--- src/rtl/ir_pipeline_ctrl.sv ---
// ir_pipeline_ctrl: instruction-register pipeline and hazard control for a 5-stage core.
//
// Holds the F/D, D/X, X/M and M/W instruction registers. Each edge it takes one action,
// highest priority first:
//   1. mul/div hold - the op in D/X waits for the multiplier/divider.
//   2. branch flush - a taken branch/jump in X squashes F/D and D/X.
//   3. load-use stall - a bubble is inserted behind a load.
//   4. normal advance.
//
// Ports:
//   clk           - rising-edge clock for all state
//   rst_n         - asynchronous active-low reset
//   fetch_ir      - instruction fetched at the current PC
//   branch_taken  - X-stage branch/jump resolved taken
//   multdiv_ready - mul/div result valid (one-cycle pulse)
//   fd_ir, dx_ir, xm_ir, mw_ir - pipeline instruction registers
//   pc_enable     - PC and fd_ir may advance this cycle
//   multdiv_start - one-cycle pulse launching the mul/div held in dx_ir
//   md_busy       - mul/div in flight (waiting for multdiv_ready)
module ir_pipeline_ctrl #(
    parameter logic [31:0] NOP_IR = 32'h0000_0000
) (
    input  logic        clk,
    input  logic        rst_n,
    input  logic [31:0] fetch_ir,
    input  logic        branch_taken,
    input  logic        multdiv_ready,
    output logic [31:0] fd_ir,
    output logic [31:0] dx_ir,
    output logic [31:0] xm_ir,
    output logic [31:0] mw_ir,
    output logic        pc_enable,
    output logic        multdiv_start,
    output logic        md_busy
);

    typedef enum logic [1:0] {
        MdIdle  = 2'd0,
        MdStart = 2'd1,
        MdWait  = 2'd2
    } md_state_e;

    localparam logic [4:0] OpRtype = 5'b00000;
    localparam logic [4:0] OpJr    = 5'b00100;
    localparam logic [4:0] OpBex   = 5'b10110;
    localparam logic [4:0] OpSw    = 5'b00111;
    localparam logic [4:0] OpBne   = 5'b00010;
    localparam logic [4:0] OpBlt   = 5'b00110;
    localparam logic [4:0] OpLw    = 5'b01000;
    localparam logic [4:0] AluMul  = 5'b00110;
    localparam logic [4:0] AluDiv  = 5'b00111;

    md_state_e   md_state_q, md_state_d;
    logic [31:0] fd_ir_q, fd_ir_d;
    logic [31:0] dx_ir_q, dx_ir_d;
    logic [31:0] xm_ir_q, xm_ir_d;
    logic [31:0] mw_ir_q, mw_ir_d;

    // Field decode
    logic [4:0] fd_op, fd_rd, fd_rs, fd_rt;
    logic [4:0] dx_op, dx_rd, dx_alu;
    logic [4:0] fd_src_a, fd_src_b;
    logic       fd_src_b_used;
    logic       dx_is_md;
    logic       md_done;
    logic       md_hold;
    logic       load_use;

    assign fd_op  = fd_ir_q[31:27];
    assign fd_rd  = fd_ir_q[26:22];
    assign fd_rs  = fd_ir_q[21:17];
    assign fd_rt  = fd_ir_q[16:12];
    assign dx_op  = dx_ir_q[31:27];
    assign dx_rd  = dx_ir_q[26:22];
    assign dx_alu = dx_ir_q[6:2];

    assign dx_is_md = (dx_op == OpRtype) && ((dx_alu == AluMul) || (dx_alu == AluDiv));
    assign md_done  = (md_state_q == MdWait) && multdiv_ready;
    assign md_hold  = dx_is_md && !md_done;

    always_comb begin
        fd_src_a      = fd_rs;
        fd_src_b      = fd_rt;
        fd_src_b_used = 1'b0;
        if (fd_op == OpJr) begin
            fd_src_a = fd_rd;
        end else if (fd_op == OpBex) begin
            fd_src_a = 5'd30;
        end
        if (fd_op == OpRtype) begin
            fd_src_b_used = 1'b1;
        end else if ((fd_op == OpBne) || (fd_op == OpBlt)) begin
            fd_src_b      = fd_rd;
            fd_src_b_used = 1'b1;
        end
        // Store data (sw rd) is left out: the W->M bypass supplies it in time.
    end

    assign load_use = (dx_op == OpLw) && (dx_rd != 5'd0) &&
                      ((dx_rd == fd_src_a) || (fd_src_b_used && (dx_rd == fd_src_b)));

    always_comb begin
        md_state_d = md_state_q;
        unique case (md_state_q)
            MdIdle:  if (dx_is_md) md_state_d = MdStart;
            MdStart: md_state_d = MdWait;
            MdWait:  if (multdiv_ready) md_state_d = MdIdle;
            default: md_state_d = MdIdle;
        endcase
    end

    always_comb begin
        fd_ir_d = fetch_ir;
        dx_ir_d = fd_ir_q;
        xm_ir_d = dx_ir_q;
        mw_ir_d = xm_ir_q;
        if (md_hold) begin
            fd_ir_d = fd_ir_q;
            dx_ir_d = dx_ir_q;
            xm_ir_d = NOP_IR;
        end else if (branch_taken) begin
            fd_ir_d = NOP_IR;
            dx_ir_d = NOP_IR;
        end else if (load_use) begin
            fd_ir_d = fd_ir_q;
            dx_ir_d = NOP_IR;
        end
    end

    always_ff @(posedge clk or negedge rst_n) begin
        if (!rst_n) begin
            md_state_q <= MdIdle;
            fd_ir_q    <= NOP_IR;
            dx_ir_q    <= NOP_IR;
            xm_ir_q    <= NOP_IR;
            mw_ir_q    <= NOP_IR;
        end else begin
            md_state_q <= md_state_d;
            fd_ir_q    <= fd_ir_d;
            dx_ir_q    <= dx_ir_d;
            xm_ir_q    <= xm_ir_d;
            mw_ir_q    <= mw_ir_d;
        end
    end

    // A flush takes precedence over a load-use stall, so only an unflushed stall drops PC.
    assign pc_enable     = !rst_n || !(md_hold || (load_use && !branch_taken));
    assign multdiv_start = (md_state_q == MdStart);
    assign md_busy       = (md_state_q == MdWait);
    assign fd_ir         = fd_ir_q;
    assign dx_ir         = dx_ir_q;
    assign xm_ir         = xm_ir_q;
    assign mw_ir         = mw_ir_q;

endmodule

--- config.mk ---
export PLATFORM = sky130hd
export DESIGN_NAME = ir_pipeline_ctrl
export DESIGN_NICKNAME = d
export VERILOG_FILES = /design/src/rtl/ir_pipeline_ctrl.sv
export SDC_FILE = /design/constraint.sdc
export NUM_CORES = 1
export LEC_CHECK = 0
export BUFFER_PORTS_ARGS = -buffer_cell sky130_fd_sc_hd__buf_2
export CORE_MARGIN = 10
export CORE_UTILIZATION = 51
export DETAILED_ROUTE_END_ITERATION = 10
export PLACE_DENSITY = 0.8
export SYNTH_ARGS = -nofsm -noshare
export SYNTH_HDL_FRONTEND = slang
export SYNTH_SLANG_ARGS = --single-unit
--- constraint.sdc ---
create_clock -name clk -period 3.96 [get_ports clk]
set_input_delay 1.188 -clock clk [delete_from_list [all_inputs] [get_ports clk]]
set_output_delay 1.188 -clock clk [all_outputs]
set_load 0.05 [all_outputs]
# ---- Word-level counts from Yosys, hierarchy flattened
# Index checks and enable logic that the tools add are counted.
dict set report totals {
  ff_bits 130
  in_bits 36
  output_inout_bits 131
  wordCells 56
}
dict set report op_classes {
  n_eq_ne 14
  mux 14
  n_bitwise 1
  n_reduce_logical 22
}
# operator count
set ops {}
lappend ops {{32-bit 2-to-1 mux} 5}
lappend ops {{5-bit by 3-bit equality test with 1-bit output (second input constant)} 4}
lappend ops {{5-bit 2-to-1 mux} 4}
lappend ops {{5-bit equality test} 2}
lappend ops {{5-bit logical NOT} 2}
lappend ops {{1-bit logical AND} 7}
lappend ops {{2-bit inequality test (second input constant)} 3}
lappend ops {{2-bit case mux with 3 select lines} 1}
lappend ops {{5-bit by 2-bit equality test with 1-bit output (second input constant)} 1}
lappend ops {{5-bit by 4-bit equality test with 1-bit output (second input constant)} 1}
lappend ops {{5-bit equality test (second input constant)} 1}
lappend ops {{1-bit logical OR} 5}
lappend ops {{5-bit nonzero test} 1}
lappend ops {{1-bit logical NOT} 4}
lappend ops {{2-bit 2-to-1 mux} 2}
lappend ops {{2-bit AND reduction} 2}
lappend ops {{2-bit by 1-bit equality test with 1-bit output (second input constant)} 1}
lappend ops {{2-bit equality test (second input constant)} 1}
lappend ops {{2-bit logical NOT} 1}
lappend ops {{1-bit 2-to-1 mux} 2}
lappend ops {{1-bit inverter} 1}

# ---- Logic depth before layout (Yosys ltp)
# Gate-level depths: netlist (run 1).
dict set report logic_depth {
  depth_word 12
  depth_mapped 11
  depth_no_buf 7
}

# ---- Worst setup path after synthesis (run 1)
# OpenSTA, ideal clock, no wires.
dict set report synth_timing {
  path_type {register to output}
  startpoint {register fd_ir_q[28] (netlist: fd_ir[28])}
  endpoint {output port pc_enable}
  arrival_time_ps 3013
  t_required_ps 2772
  slack_ps -241
  stages_incl_launch_ff 12
  n_path_buf 4
  cell_sequence {dfrtp_1 > buf_2 > clkbuf_1 > nor2_1 > a221oi_1 > a21oi_1 > and4_1 > a41o_2 > buf_6 > buf_6 > nor2b_1 > o21ai_1}
}
dict set report synth_via {
  elab_chain_len 12
  elab_cells_between_ends 21
  cone_classes {eq/ne (6); mux (6); reduce/logical (9)}
}
# element line_no
set synth_rtl {}
lappend synth_rtl {{start: declaration} 54} ;# logic [31:0] fd_ir_q, fd_ir_d;
lappend synth_rtl {{start signal: assignment} 139} ;# fd_ir_q <= fd_ir_d;
lappend synth_rtl {{5-bit by 2-bit equality test with 1-bit output or 5-bit by 3-bit equality test with 1-bit output (tied branches)} 92} ;# end else if ((fd_op == OpBne) || (fd_op == OpBlt)) begin
lappend synth_rtl {{1-bit logical OR} 92}
lappend synth_rtl {{5-bit 2-to-1 mux} 92}
lappend synth_rtl {{5-bit 2-to-1 mux} 90} ;# if (fd_op == OpRtype) begin
lappend synth_rtl {{5-bit equality test} 100} ;# ((dx_rd == fd_src_a) || (fd_src_b_used && (dx_rd == fd_src_b)));
lappend synth_rtl {{1-bit logical AND} 100}
lappend synth_rtl {{1-bit logical OR (*)} 100}
lappend synth_rtl {{1-bit logical AND (*)} 99} ;# assign load_use = (dx_op == OpLw) && (dx_rd != 5'd0) &&
lappend synth_rtl {{1-bit logical AND (*)} 147} ;# assign pc_enable = !rst_n || !(md_hold || (load_use && !branch_taken));
lappend synth_rtl {{1-bit logical OR (*)} 147}
lappend synth_rtl {{1-bit logical NOT (*)} 147}
lappend synth_rtl {{1-bit logical OR (*)} 147}
lappend synth_rtl {{end: declaration} 32} ;# output logic pc_enable,
# Every way passes the cells marked *; elsewhere a longest branch is shown, timed or not.

# ---- Worst setup path after layout (run 1)
dict set report layout_timing {
  startpoint {register dx_ir_q[23] (netlist: dx_ir[23])}
  endpoint {output port pc_enable}
}
dict set report layout_via {
  elab_chain_len 8
  elab_cells_between_ends 11
  cone_classes {eq/ne (2); reduce/logical (9)}
}
# element line_no
set layout_rtl {}
lappend layout_rtl {{start: declaration} 55} ;# logic [31:0] dx_ir_q, dx_ir_d;
lappend layout_rtl {{start signal: assignment} 140} ;# dx_ir_q <= dx_ir_d;
lappend layout_rtl {{5-bit equality test} 100}
lappend layout_rtl {{1-bit logical AND} 100}
lappend layout_rtl {{1-bit logical OR} 100}
lappend layout_rtl {{1-bit logical AND (*)} 99}
lappend layout_rtl {{1-bit logical AND (*)} 147}
lappend layout_rtl {{1-bit logical OR (*)} 147}
lappend layout_rtl {{1-bit logical NOT (*)} 147}
lappend layout_rtl {{1-bit logical OR (*)} 147}
# Marked as above.

==> flow_summary.json, run 1 <==
{
  "layout_worst_path_cycle_share": 0.994,
  "grt_setup_unrepaired": "true",
  "final_layout_size_suffix_gt1_frac": 0.389,
  "io-pin-count": 167,
  "hold_path_startpoint": "xm_ir[11]",
  "wire_per_inst_um": 20.8,
  "r2r-start": "fd_ir[28]",
  "clock_latency_ns": 0.52,
  "relSlewSlack": 0.367,
  "hold_viol_final": 0,
  "stdcell_count": 744,
  "vias": 4233,
  "critPathLaunchType": "flop",
  "finalCriticalPeriod_ns": 3.94,
  "vias_per_cell": 5.69,
  "cp.required_ns": 2.77,
  "cts.path.max_buffers": 2,
  "die_h_um": 121,
  "cts.htree.levels": 4,
  "cp-end-kind": "output port",
  "worst_pin_slew_ns": 0.949,
  "gp_congestion": 0.988,
  "rows": 36,
  "ys_ff_latch": 130,
  "syn_nets": 475,
  "yosysMostFrequentCell": "dfrtp_1",
  "drt_iter0_drc": 610,
  "grt_max_degree": 131,
  "cts-root-buf": "clkbuf_8",
  "cts.clk_slew.worst_paths_ns": 0.06,
  "drv_slew": 0,
  "grt_usage": 0.205,
  "netlist.area_leader.share": 0.621,
  "drv_cap": 0,
  "grt-ovfl-total": 0,
  "coreArea_um2": 9910,
  "rr_worst_depth": 11,
  "holdWs_ns": 0.369,
  "path_class": "flop to output port",
  "fin_util": 0.688,
  "routed_wirelength_mm": 15.5,
  "drc": 0,
  "numClockSinks": 130,
  "first_pass_iters": 6,
  "antenna_found_initial": 1,
  "yosys_warnings": 0,
  "p_leak_uw": 0.00352,
  "hold_path_class": "flop to flop",
  "cp-startpoint": "dx_ir[23]",
  "hpwl_mm": 10.3,
  "synth-edff-count": 0,
  "cts_tree": "done",
  "skew_ns": 0.0121,
  "finalSetupTns_ns": 0,
  "yosys-top-cells-count": "dfrtp_1 (130), nand2_1 (45), nor2b_1 (31)",
  "power_density_nw_per_um2": 491,
  "worst_slack_ns": 0.0247,
  "yosys.area.top_type": "dfrtp_1",
  "ant_nets": 0,
  "num-nets-final": 635,
  "cp.arrival_ns": 2.75,
  "numPortBuffers": 166,
  "start_util": 0.529,
  "synthCells": 439,
  "synth_cell_type_count": 49,
  "min_path_cells": 0,
  "cts-buffers-inserted": 17,
  "die_area_um2": 14700,
  "status": "complete, no violations",
  "ys_seq_area_frac": 0.621,
  "syn2layout_area_growth_pct": 30.1,
  "synth.avg_cell_area_um2": 11.9,
  "pre_cts_ws_ns": 0.354,
  "max_clock_freq_mhz": 254,
  "critPathMaxFanout": 4,
  "first_global_vias": 4184,
  "synthArstFlopShare": 1.00,
  "setup_viol": 0,
  "grt_pass1_wl_mm": 23.8,
  "synth_area_um2": 5240,
  "synthTopCellsByArea": "dfrtp_1 (62%), a221o_1 (5.5%), nor4b_1 (4.0%), nor2b_1 (3.7%), nand2_1 (3.2%)",
  "vdd_ir_drop_max_v": 0.000228,
  "dp_cells": 704,
  "synth_flop_cell": "dfrtp_1",
  "die_w_um": 121
}
through the flow:
| step | power (uW) | cell area, um^2 |
|---|---|---|
| CTS | 3370 | 6730 |
| detailed placement | 1970 | 6140 |
| global placement | 1960 | 6140 |
| global route | 3470 | 6820 |
| floorplan | 1810 | 5240 |
| finish | 3350 | 6820 |
critical path, stage by stage, from the launching register on:
cell	delay, ns
dfrtp_2	0.42
or4_4	0.54
o211ai_4	0.26
a2111oi_4	0.05
and4_1	0.23
a41o_2	0.25
nor2b_4	0.13
o21ai_2	0.18
buf_6	0.18
layer usage:
metal,vias up,track usage,wire (um)
li1,1904,-,-
met1,2091,0.254,6350
met2,201,0.328,7530
met3,37,0.0619,1270
met4,0,0.0835,335
met5,-,0,0
cells in the final DEF, fill, tap and decap left out, types with 6 or more instances in the layout:
| cell | instances |
|---|---|
| buf_4 | 16 |
| and2_1 | 21 |
| nor2_1 | 8 |
| o21ai_1 | 15 |
| a221o_1 | 29 |
| nor4b_2 | 7 |
| nand2_1 | 45 |
| nor4b_1 | 24 |
| buf_2 | 164 |
| clkbuf_16 | 16 |
| nand3_1 | 6 |
| o22ai_1 | 10 |
| dfrtp_1 | 125 |
| and3_1 | 7 |
| nor2b_1 | 30 |
| inv_1 | 10 |
state kept, by name (all words and copies together) (netlist names):
| signal | cells |
|---|---|
| dx_ir | 32 |
| fd_ir | 32 |
| md_state_q | 2 |
| mw_ir | 32 |
| xm_ir | 32 |
layout make-up:
type / count / area (um^2)
fillers: 755 / 3090
flip-flops and latches: 130 / 3260
multi-input cells: 257 / 1840
repair buffers: 183 / 983
clock inverters: 7 / 52.6
clock buffers: 23 / 477
well taps: 133 / 166
diodes: 1 / 2.50
inverters: 10 / 37.5
cell families after synthesis:
family | share of synthesized area
DFF | 0.621
buffers and inverters | 0.0420
AOI/OAI and AO/OA | 0.119
muxes | 0.00406
xor gates and xnor gates | 0.00669
and+or+nand+nor | 0.207
repair_timing:
action,4_1_cts,5_1_grt
endpoints found under the setup margin,1,1
hold buffers,0,0
gates resized for setup,10,8
setup buffers,3,6
hold endpoints to repair,0,0
pin swaps,2,6
cloned,0,0
where the power goes:
group / internal, uW / switching [uW] / total (uW) / leakage, uW
clock network: 829 / 552 / 1380 / 0.000249
registers: 1390 / 60.4 / 1450 / 0.00173
logic: 138 / 377 / 515 / 0.00155
final timing paths:
path	to	slack (ns)
max	pc_enable	0.02
min	mw_ir[11]	0.37
max reg2reg	dx_ir[25]	0.76
min reg2reg	mw_ir[11]	0.37
max in group asynchronous	fd_ir[31]	2.66
min in group asynchronous	dx_ir[8]	0.81
Power figures use the tool's default switching activity.
==> run 2: changes to the inputs <==
ABC_AREA = 1   (was not set)
CORE_UTILIZATION = 50   (was 51)
GPL_TIMING_DRIVEN = 0   (was not set)
PLACE_DENSITY = 0.79   (was 0.8)
==> flow_summary.json, run 2 <==
{
  "worst_slack_ns": 0.135,
  "first_pass_iters": 5,
  "drt_iter0_drc": 246,
  "max_clock_freq_mhz": 261,
  "cts-buffers-inserted": 17,
  "diodes": 0,
  "grt-ovfl-total": 0,
  "numClockSinks": 130,
  "power_density_nw_per_um2": 515,
  "ys_seq_area_frac": 0.654,
  "cts-root-buf": "clkbuf_8",
  "drc": 0,
  "synth_flop_cell": "dfrtp_1",
  "cp-end-kind": "output port",
  "wire_per_inst_um": 18.2,
  "hold_path_class": "flop to flop",
  "p_int_uw": 2470,
  "ant_nets": 0,
  "grt_util_met3": 0.0736,
  "skew_ns": 0.00960,
  "critPathMaxFanout": 10,
  "setup_viol": 0,
  "vdd_ir_drop_max_v": 0.000306,
  "antenna_found_initial": 0,
  "syn_nets": 538,
  "p_leak_uw": 0.00385,
  "rows": 36,
  "relSlewSlack": 0.548,
  "synth.avg_cell_area_um2": 9.91,
  "cts.path.max_buffers": 2,
  "hold_viol_final": 0,
  "ys_ff_latch": 130,
  "path_class": "flop to output port",
  "synthArstFlopShare": 1.00,
  "gp_congestion": 0.903,
  "switching_power_uw": 976,
  "grt_pass1_wl_mm": 24.5,
  "io-pin-count": 167,
  "cts.clk_slew.worst_paths_ns": 0.06,
  "cp.arrival_ns": 2.64,
  "synthTopCellsByArea": "dfrtp_1 (65%), nand2_1 (9.7%), nand4_1 (5.2%), inv_1 (4.8%), nand3_1 (3.7%)",
  "grt_max_degree": 73,
  "grtUsageMet2": 0.358,
  "stdcell_count": 843,
  "p_comb_frac": 0.141,
  "drv_cap": 0,
  "cts_tree": "done",
  "synthCells": 502,
  "worst_pin_slew_ns": 0.677,
  "finalCriticalPeriod_ns": 3.83,
  "synth_cell_type_count": 27,
  "synth-edff-count": 0,
  "coreArea_um2": 9730,
  "critPathLaunchType": "flop",
  "yosys.area.top_type": "dfrtp_1",
  "yosys-top-cells-count": "dfrtp_1 (130), nand2_1 (128), inv_1 (64)",
  "cts_hold_buf": 0,
  "pwr-share-seq": 0.419,
  "die_w_um": 120,
  "num-nets-final": 734,
  "swShare": 0.283,
  "drv_slew": 0,
  "pre_cts_ws_ns": 0.291,
  "grt_usage": 0.217,
  "die_area_um2": 14300,
  "fin_util": 0.688,
  "synth_area_um2": 4970,
  "clock_latency_ns": 0.53,
  "routed_wirelength_mm": 15.3,
  "yosys_warnings": 0,
  "dp_cells": 802,
  "first_global_vias": 4591,
  "yosysMostFrequentCell": "dfrtp_1",
  "hpwl_mm": 11.4,
  "start_util": 0.511,
  "cp.required_ns": 2.77,
  "cts.htree.levels": 4,
  "met1_usage": 0.257,
  "die_h_um": 120,
  "reg2reg_slack_ns": 1.52,
  "netlist.area_leader.share": 0.654,
  "mostFrequentLayoutCells": "buf_2 (171), nand2_1 (127), dfrtp_1 (126), inv_1 (64), nand4_1 (41)",
  "layout_commonest_cell": "buf_2",
  "clkPwrFrac": 0.441,
  "vias": 4287,
  "final_layout_size_suffix_gt1_frac": 0.331,
  "numPortBuffers": 166,
  "layout_worst_path_cycle_share": 0.966,
  "vias_per_cell": 5.09,
  "status": "complete, no violations",
  "busiest_layer": "met2",
  "syn2layout_area_growth_pct": 34.5
}
## run 2: path summary, 6_finish.rpt
kind / startpoint / endpoint / cells past startpoint
worst max-delay path: dx_ir[5] / pc_enable / 8
worst min-delay path: xm_ir[8] / mw_ir[8] / 0
min in group asynchronous: rst_n / mw_ir[21] / 1
worst max register to register: dx_ir[5] / xm_ir[13] / 8
worst min register to register: xm_ir[8] / mw_ir[8] / 0
max in group asynchronous: rst_n / dx_ir[25] / 2
## run 2: critical path, cell delays in order, from the launching register on
cell and delay, ns:
dfrtp_1 0.40, inv_1 0.09, nand2_1 0.05, nor3_1 0.52
nand3_1 0.41, nand2_4 0.23, buf_8 0.15, nand2_1 0.05
buf_4 0.20
## run 2: kinds of logic (layout without fill, tap and decap cells)
| kind of cell | after synthesis | after routing | share of synthesized area |
|---|---|---|---|
| buffers and inverters | 96 | 304 | 0.0818 |
| xor gates and xnor gates | 1 | 1 | 0.00176 |
| AOI/OAI and AO/OA | 36 | 36 | 0.0392 |
| and+or+nand+nor | 239 | 239 | 0.223 |
| DFF | 130 | 130 | 0.654 |
## run 2: cell type report
type                    count  area [um^2]
plain buffers              31          170
clock buffers              21          439
clock inverters            10          134
fillers                   766         3040
inverters                  65          244
multi-input cells         276         1340
flip-flops and latches    130         3260
well taps                 133          166
repair buffers            177          942
## run 2: routing by layer
layer  vias up  wire (um)
met2       202       7590
met4         0        257
li1       2010          -
met5         -          0
met1      2050       6210
met3        25       1290
## run 2: metrics by stage
step | total power, uW | instance area (um^2) | hold slack [ns] | TNS, ns
global route | 3570 | 6690 | 0.375 | -0.0181
floorplan | 1780 | 4970 | 0.428 | 0
detailed placement | 1940 | 6000 | 0.356 | 0
finish | 3450 | 6690 | 0.367 | 0
CTS | 3470 | 6610 | 0.369 | 0
global placement | 1930 | 5970 | 0.354 | -0.910
## run 2: power groups by stage
stage	sequential, uW	clock [uW]	combinational (uW)
2_1_floorplan	1670	0	103
3_3_place_gp	1460	0	468
3_5_place_dp	1460	0	476
4_1_cts	1440	1540	483
5_1_grt	1450	1610	518
6_report	1440	1520	485
## run 2: timing repair
| action | 4_1_cts | 5_1_grt |
|---|---|---|
| setup buffers | 3 | 7 |
| pin swaps | 2 | 3 |
| gates resized for setup | 4 | 9 |
| setup endpoints to repair | 1 | 1 |
